===== config.mk =====
export PLATFORM = sky130hd
export DESIGN_NAME = reg_file_reader
export DESIGN_NICKNAME = d
export VERILOG_FILES = /design/src/rtl/reg_file_reader.sv
export SDC_FILE = /design/constraint.sdc
export NUM_CORES = 2
export LEC_CHECK = 0
export BUFFER_PORTS_ARGS = -buffer_cell sky130_fd_sc_hd__buf_2
export CORE_UTILIZATION = 64
export CTS_BUF_LIST = sky130_fd_sc_hd__clkbuf_4
export CTS_CLUSTER_DIAMETER = 120
export DETAILED_ROUTE_END_ITERATION = 7
export PLACE_DENSITY_LB_ADDON = 0.08
export SETUP_SLACK_MARGIN = 0.4
export SLEW_MARGIN = 0
export SYNTH_ARGS = -nofsm -noshare
export SYNTH_HDL_FRONTEND = slang
export SYNTH_SLANG_ARGS = --single-unit

===== constraint.sdc =====
create_clock -name i_clk -period 2.4 [get_ports i_clk]
set_input_delay 0.12 -clock i_clk [delete_from_list [all_inputs] [get_ports i_clk]]
set_output_delay 0.12 -clock i_clk [all_outputs]
set_load 0.01 [all_outputs]

===== src/rtl/reg_file_reader.sv =====
// reg_file_reader
//   DEPTH x WIDTH register file with one write port, two registered read
//   ports (write-first bypass), and a dump engine that streams every register
//   out over valid/ready for debug/trace.
// Ports
//   i_clk, i_rst_n                    clock, async active-low reset
//   i_we, i_waddr, i_wdata            write port (writes to reg 0 discarded)
//   i_re, i_raddr_a, i_raddr_b        read request, latency 1
//   o_rvalid, o_rdata_a, o_rdata_b    read results (data holds when idle)
//   i_dump_start                      start a full dump (accepted in IDLE only)
//   o_dump_valid, i_dump_ready        dump beat handshake
//   o_dump_addr, o_dump_data          current dump beat
//   o_dump_done                       1-cycle pulse after last beat accepted
module reg_file_reader #(
  parameter int WIDTH  = 32,
  parameter int DEPTH  = 16,
  parameter int ADDR_W = 4
) (
  input  logic              i_clk,
  input  logic              i_rst_n,
  input  logic              i_we,
  input  logic [ADDR_W-1:0] i_waddr,
  input  logic [WIDTH-1:0]  i_wdata,
  input  logic              i_re,
  input  logic [ADDR_W-1:0] i_raddr_a,
  input  logic [ADDR_W-1:0] i_raddr_b,
  output logic              o_rvalid,
  output logic [WIDTH-1:0]  o_rdata_a,
  output logic [WIDTH-1:0]  o_rdata_b,
  input  logic              i_dump_start,
  output logic              o_dump_valid,
  input  logic              i_dump_ready,
  output logic [ADDR_W-1:0] o_dump_addr,
  output logic [WIDTH-1:0]  o_dump_data,
  output logic              o_dump_done
);

  typedef enum logic {S_IDLE = 1'b0, S_RUN = 1'b1} state_t;

  logic [DEPTH-1:0][WIDTH-1:0] r_mem;
  logic                        r_rvalid;
  logic [WIDTH-1:0]            r_rdata_a, r_rdata_b;
  state_t                      r_state, w_state_nxt;
  logic [ADDR_W-1:0]           r_dump_addr, w_addr_nxt;
  logic [WIDTH-1:0]            r_dump_data, w_data_nxt;
  logic                        r_dump_done, w_done_nxt;

  logic                        w_wr_ok;
  logic [WIDTH-1:0]            w_rd_a, w_rd_b;
  logic [ADDR_W-1:0]           w_dump_inc;
  logic [WIDTH-1:0]            w_dump_rd;
  logic                        w_dump_last;

  // Reg 0 is never written, so it stays 0 and needs no read-side masking.
  assign w_wr_ok = i_we && (i_waddr != '0);

  // Write-first bypass: a same-cycle write to the read address wins.
  assign w_rd_a = (w_wr_ok && (i_waddr == i_raddr_a)) ? i_wdata : r_mem[i_raddr_a];
  assign w_rd_b = (w_wr_ok && (i_waddr == i_raddr_b)) ? i_wdata : r_mem[i_raddr_b];

  // Next dump beat; w_dump_inc is only used when addr < DEPTH-1, so never 0.
  assign w_dump_inc  = r_dump_addr + 1'b1;
  assign w_dump_rd   = (w_wr_ok && (i_waddr == w_dump_inc)) ? i_wdata : r_mem[w_dump_inc];
  assign w_dump_last = (r_dump_addr == ADDR_W'(DEPTH - 1));

  always_ff @(posedge i_clk or negedge i_rst_n) begin
    if (!i_rst_n) begin
      r_mem <= '0;
    end else if (w_wr_ok) begin
      r_mem[i_waddr] <= i_wdata;
    end
  end

  always_ff @(posedge i_clk or negedge i_rst_n) begin
    if (!i_rst_n) begin
      r_rvalid  <= 1'b0;
      r_rdata_a <= '0;
      r_rdata_b <= '0;
    end else begin
      r_rvalid <= i_re;
      if (i_re) begin
        r_rdata_a <= w_rd_a;
        r_rdata_b <= w_rd_b;
      end
    end
  end

  always_ff @(posedge i_clk or negedge i_rst_n) begin
    if (!i_rst_n) begin
      r_state     <= S_IDLE;
      r_dump_addr <= '0;
      r_dump_data <= '0;
      r_dump_done <= 1'b0;
    end else begin
      r_state     <= w_state_nxt;
      r_dump_addr <= w_addr_nxt;
      r_dump_data <= w_data_nxt;
      r_dump_done <= w_done_nxt;
    end
  end

  // Beat registers only move on start or handshake, so a stalled beat stays
  // stable even if its register is overwritten meanwhile.
  always_comb begin
    w_state_nxt = r_state;
    w_addr_nxt  = r_dump_addr;
    w_data_nxt  = r_dump_data;
    w_done_nxt  = 1'b0;
    case (r_state)
      S_IDLE: begin
        if (i_dump_start) begin
          w_state_nxt = S_RUN;
          w_addr_nxt  = '0;
          w_data_nxt  = '0;
        end
      end
      S_RUN: begin
        if (i_dump_ready) begin
          if (w_dump_last) begin
            w_state_nxt = S_IDLE;
            w_done_nxt  = 1'b1;
          end else begin
            w_addr_nxt = w_dump_inc;
            w_data_nxt = w_dump_rd;
          end
        end
      end
      default: w_state_nxt = S_IDLE;
    endcase
  end

  assign o_rvalid     = r_rvalid;
  assign o_rdata_a    = r_rdata_a;
  assign o_rdata_b    = r_rdata_b;
  assign o_dump_valid = (r_state == S_RUN);
  assign o_dump_addr  = r_dump_addr;
  assign o_dump_data  = r_dump_data;
  assign o_dump_done  = r_dump_done;

endmodule


### Word-level counts from Yosys, hierarchy flattened

Index checks and enable logic that the tools add are counted.

| storage, ports and cells | value |
|---|---|
| bits in registers | 615 |
| bits of input ports | 50 |
| logic and storage cells | 71 |

| cells by class | value |
|---|---|
| $lt $le $gt $ge | 5 |
| eq/ne operators | 7 |
| reduce and logical (&&, ||, !) cells | 7 |
| add/subtract/negate cells | 1 |
| bitwise gates (word level) | 1 |
| multiplexer cells | 27 |

Operator list:

| kind | count |
|---|---|
| bitwise mux 512 bit | 1 |
| binary-select mux 32 bit (select 4 bit) | 3 |
| two-way mux 32 bit | 10 |
| demux 32 bit (select 4 bit) | 1 |
| one-hot mux 32 bit (2 select lines) | 1 |
| less-than comparator 4 x 5 -> 1 bit, second input constant | 4 |
| == test 4 bit | 3 |
| two-way mux 4 bit | 3 |
| one-hot mux 4 bit (2 select lines) | 1 |
| two-way mux 1 bit | 6 |
| != test 2 bit, second input constant | 3 |
| logical AND 1 bit | 5 |
| adder 4 x 1 -> 4 bit, second input constant | 1 |
| == test 4 bit, second input constant | 1 |
| >= comparator 4 x 1 -> 1 bit, second input constant | 1 |
| nonzero test 4 bit | 1 |
| AND reduction 3 bit | 1 |
| one-hot mux 1 bit (2 select lines) | 1 |
| inverter 1 bit | 1 |

### Longest topological paths before layout

| logic depth | value |
|---|---|
| word-level depth | 7 |
| gate-level depth with buffers | 9 |
| mapped depth without buffers | 6 |

### Worst setup path before layout

OpenSTA, ideal clock, no wires.

| timing path | value |
|---|---|
| kind | register to register |
| start point | reg r_dump_addr[1] (netlist: o_dump_addr[1]) |
| end point | reg r_dump_data[11] (netlist: o_dump_data[11]) |
| slack | 0.215 ns |
| cell stages (with the launch flop) | 9 |
| data arrival time | 2.051 ns |
| clock period less this slack | 2.185 ns |
| required time | 2.265 ns |
| cells stage by stage | dfrtp_1 ha_1 buf_2 buf_4 buf_4 mux4_2 mux2i_1 mux2_2 o21ai_0 |

| on the way | value |
|---|---|
| longest elaborated chain between the ends | 7 |

Ends and longest elaborated chain:

| item | RTL line | text |
|---|---|---|
| start, declared | 44 | `logic [ADDR_W-1:0] r_dump_addr, w_addr_nxt;` |
| start signal, assigned | 96 | `r_dump_addr <= w_addr_nxt;` |
| adder 4 x 1 -> 4 bit | 62 | `assign w_dump_inc = r_dump_addr + 1'b1;` |
| binary-select mux 32 bit (select 4 bit) or == test 4 bit (tied branches) | 63 | `assign w_dump_rd = (w_wr_ok && (i_waddr == w_dump_inc)) ? i_wdata : r_mem[w_dump_inc];` |
| two-way mux 32 bit (not written as such) or logical AND 1 bit (tied branches) | 63 |  |
| two-way mux 32 bit | 63 |  |
| two-way mux 32 bit | 119 | `if (w_dump_last) begin` |
| two-way mux 32 bit | 118 | `if (i_dump_ready) begin` |
| one-hot mux 32 bit (2 select lines) | 109 | `case (r_state)` |
| end signal, assigned | 97 | `r_dump_data <= w_data_nxt;` |
| end, declared | 45 | `logic [WIDTH-1:0] r_dump_data, w_data_nxt;` |

Parallel ways exist; a longest one is shown, timed or not. The select of a mux whose other input is x is not followed.
A chain may end at the register's enable or synchronous reset.

### Worst setup path after layout

| timing path | value |
|---|---|
| start point | reg r_dump_addr[0] (netlist: o_dump_addr[0]) |
| end point | reg r_dump_data[15] (netlist: o_dump_data[15]) |

The elaborated chain is that of the path after synthesis.

==> key figures <==
Run status
  • Outcome: finished with violations
  • Failing checks: design-rule violations

Worst setup path
  • Data required, critical path: 3.34 ns
  • Crit-path max cell delay: 0.50 ns
  • Crit path DAT: around 3.2 ns
  • CP endpoint kind: flip-flop
  • CP startpoint kind: flip-flop
  • Worst path bufs/invs: 3
  • CP cell instances: ha_4 -> xor2_1 -> or3_4 -> nor4b_4 -> buf_6 -> buf_12 -> clkbuf_16 -> a22oi_1 -> o21ai_1
  • Crit Path Max Fanout: 5
  • Top delay family on crit path: simple AND/OR/NAND/NOR gates
  • Slowest CP cell: dfrtp_4
  • CP Class: flip-flop to flip-flop

GRT
  • Initial antenna violation count: 5
  • GR Util met1: 55.98%
  • Global-route track usage on met2: 61.57%
  • Largest net degree at the start of global routing: 88
  • Total GRT Usage: between 40% and 50%
  • GRT Max-Usage Layer: met2
  • Number of global-route vias before repair: about 26k
  • First-pass GRT wire length: 165600 µm
  • Met3 GRT Util: 13.67%
  • Gr ovfl total: 0

STA
  • Min cycle time layout: between 2 and 2.5 ns
  • Setup TNS: 0 ns
  • Final setup margin: 0.1326 ns
  • Unrepaired setup endpoints after global routing: true
  • Fin. Hold Viols: 0
  • Worst Max-Slew Pin Slew: just under 0.9 ns
  • Clk_skew: 0.05236 ns
  • Setup-failing EPs final: 0
  • F_max: 0.4410 GHz
  • Worst rel slew slack: a little over 40%
  • Max-slew violations: 0
  • Final worst path period share: 94.47%

Synth
  • Post-Syn Area: 34510 µm²
  • Cell count after synthesis: 2243
  • Ys flop type: dfrtp_1
  • Post-synthesis cell type count: 40
  • Syn Nets: 2294
  • Post-synth EDFFs: 0
  • Seq/Total Area, Yosys: 44.59%
  • Ys Warns: 0
  • Async SR Flop Fraction: 100.0%
  • Avg Cell Area, Syn: approximately 15 µm²
  • Synth Register Bits: slightly above 600

Placement
  • Pre-CTS setup slack: around 0.10 ns
  • Area post-placement: 36880 µm²
  • GPL Wtd Cong: between 0.8 and 0.9
  • PortBufs: between 150 and 200
  • Final HPWL DP: 60270 µm

Power and ir drop
  • Clock Power Share: 22.6%
  • Logic pwr share: 40.7%
  • Net Sw Frac: between 30% and 40%
  • Switch Pwr: about 14000 µW
  • LEAKAGE: ~0.017 µW
  • PD cells: approximately 1000 nW/µm²
  • Sequential share of power: 36.6%
  • Internal Power: approximately 28000 µW
  • Worst VDD drop: 0.7659 mV

Run
  • Max-Cap Viols: 0

Clocking
  • Clk Latency, worst-skew pair: 1.04 ns
  • H-tree depth: 4
  • Max clock buf depth: 3
  • Num CTS Buffers: 160
  • Clk sinks: 615
  • Clock root buffer master: clkbuf_4
  • Reg clk slew, reported paths: ~0.070 ns
  • CTS tree: yes

Cells and area
  • Final #Nets: 2539
  • Final core occ: 76.20%
  • Layout cell share with drive strength beyond 1: 57.44%
  • Layout area overhead: 16.95%
  • Finished Cell Area: 40370 µm²

Floorplan
  • Die H: 234.2 µm
  • Num ports: 153
  • Die area: 54860 µm²
  • Site Rows: 84
  • Placeable Area: roughly 53000 µm²
  • Initial Utilization: 65.16%
  • Chip width: between 200 and 250 µm

Detailed routing
  • DRC violations left: 16
  • Routed len/inst: ~34 µm
  • Vias: around 25k
  • DR vias/cell: 7.618
  • Total wire length: 111900 µm
  • DR pass1 iterations: 8
  • Routed Antenna Nets: 0
  • Starting DRT DRC Count: 3038

Worst hold path
  • Hold crit path type: input pin to flip-flop
worst reg2reg max path: stages (launching register included):
cell and delay (ns):
dfrtp_4 0.50, ha_4 0.26, xor2_1 0.14, or3_4 0.35, nor4b_4 0.29, buf_6 0.20, buf_12 0.14, clkbuf_16 0.15
a22oi_1 0.07, o21ai_1 0.11
power groups by stage:
stage               Clock (µW)  Sequential [µW]  Combinational (µW)
floorplan                    0            14600               11000
global route             10100            15500               17800
global placement             0            15000               14200
CTS                       9560            15100               16200
detailed placement           0            15300               14600
finish                    9440            15300               17000
state kept, by name, summed over array words and instances (netlist names):
signal	cells
o_dump_done	1
o_rvalid	1
o_dump_valid	1
o_dump_data	32
r_mem	512
o_dump_addr	4
o_rdata_a	32
o_rdata_b	32
through the flow:
step                power [µW]  std cells  hold WS [ns]
global route             43460       3300       0.04870
detailed placement       29840       2927       0.05522
CTS                      40860       3282      0.004717
finish                   41720       3302       0.06906
floorplan                25650       2243       -0.1756
global placement         29250       2927       0.05953
timing repair:
item,in CTS,in global routing
hold endpoints to repair,1198,0
gates cloned,12,3
buffers inserted,10,11
pin swaps,3,2
setup endpoints to repair,33,33
hold buffers,51,0
gates resized for setup,25,23
cells in the final DEF (no fill, tap or decap), types with 3 or more instances in the layout:
cell type and n:
inv_2 6, xor2_1 4, nor2_4 12, clkinv_1 44
nand3_1 4, bufbuf_16 4, or3_2 3, a21oi_1 64
mux4_2 384, a22oi_2 19, o21ai_2 4, diode_2 6
dlygate4sd3_1 50, clkbuf_4 214, buf_4 59, clkbuf_16 3
nand3b_1 3, buf_12 70, xnor2_1 9, mux2_1 4
clkinv_2 11, a221o_1 64, nor2_1 3, mux2_2 503
o21ai_1 28, buf_2 147, nand2_1 6, buf_6 3
bufinv_16 7, dfrtp_1 613, buf_16 15, mux2_4 5
nor2b_4 4, a22oi_1 141, mux2i_1 63
metal layers:
metal	part of all wire, %	wire [µm]	vias up
li1	-	-	9656
met1	36	40590	13120
met2	46	51580	1954
met3	12	13750	428
met4	5.3	5937	2
met5	0.012	13	-
layout make-up:
| class | instances | area, µm² |
|---|---|---|
| Inverter | 2 | 7.507 |
| Fill cell | 3214 | 12600 |
| Timing Repair Buffer | 355 | 3790 |
| Clock inverter | 68 | 457.9 |
| Antenna cell | 6 | 15.01 |
| Multi-Input combinational cell | 1354 | 18230 |
| Sequential cell | 615 | 15390 |
| Clock buffer | 214 | 1607 |
| Tap cell | 688 | 860.8 |
synth_stat cells, drive strengths merged, types with 2 or more instances:
master | instances | share of area, %
inv | 2 | 0.022
a22oi | 160 | 3.5
nor2b | 5 | 0.091
o21ai | 35 | 0.52
dfrtp | 615 | 45
mux2i | 64 | 1.9
and2 | 2 | 0.036
a221o | 64 | 1.9
buf | 152 | 2.3
a21oi | 65 | 0.94
nand2 | 6 | 0.065
nand3 | 5 | 0.072
mux2 | 512 | 17
mux4 | 384 | 25
xor2 | 6 | 0.17
nand3b | 3 | 0.065
xnor2 | 9 | 0.23
clkbuf | 120 | 1.3
nand2b | 4 | 0.072
nor2 | 15 | 0.16
or3 | 4 | 0.072
worst paths after layout:
path / startpoint / to / slack (ns) / cells after the start
max in group asynchronous: i_rst_n / r_mem[46]$_DFFE_PN0P_ / 1.24 / 6
max: o_dump_addr[0]$_DFFE_PN0P_ / o_dump_data[15]$_DFFE_PN0P_ / 0.13 / 9
min in group asynchronous: i_rst_n / r_mem[384]$_DFFE_PN0P_ / 0.29 / 4
min: i_wdata[16] / o_dump_data[16]$_DFFE_PN0P_ / 0.07 / 4
max reg2reg: o_dump_addr[0]$_DFFE_PN0P_ / o_dump_data[15]$_DFFE_PN0P_ / 0.13 / 9
min reg2reg: r_mem[26]$_DFFE_PN0P_ / r_mem[26]$_DFFE_PN0P_ / 0.43 / 0
cell families after synthesis:
| kind of cell | Yosys count | share of synthesized area, % |
|---|---|---|
| XOR/XNOR | 15 | 0.4024 |
| AO/OA/AOI/OAI | 329 | 6.946 |
| AND/OR/NAND/NOR | 49 | 0.7540 |
| multiplexers | 960 | 43.62 |
| flip-flops | 615 | 44.59 |
| adder cells (fa/ha/maj) | 1 | 0.03625 |
| buffers and inverters | 274 | 3.654 |
Power figures use the tool's default switching activity.
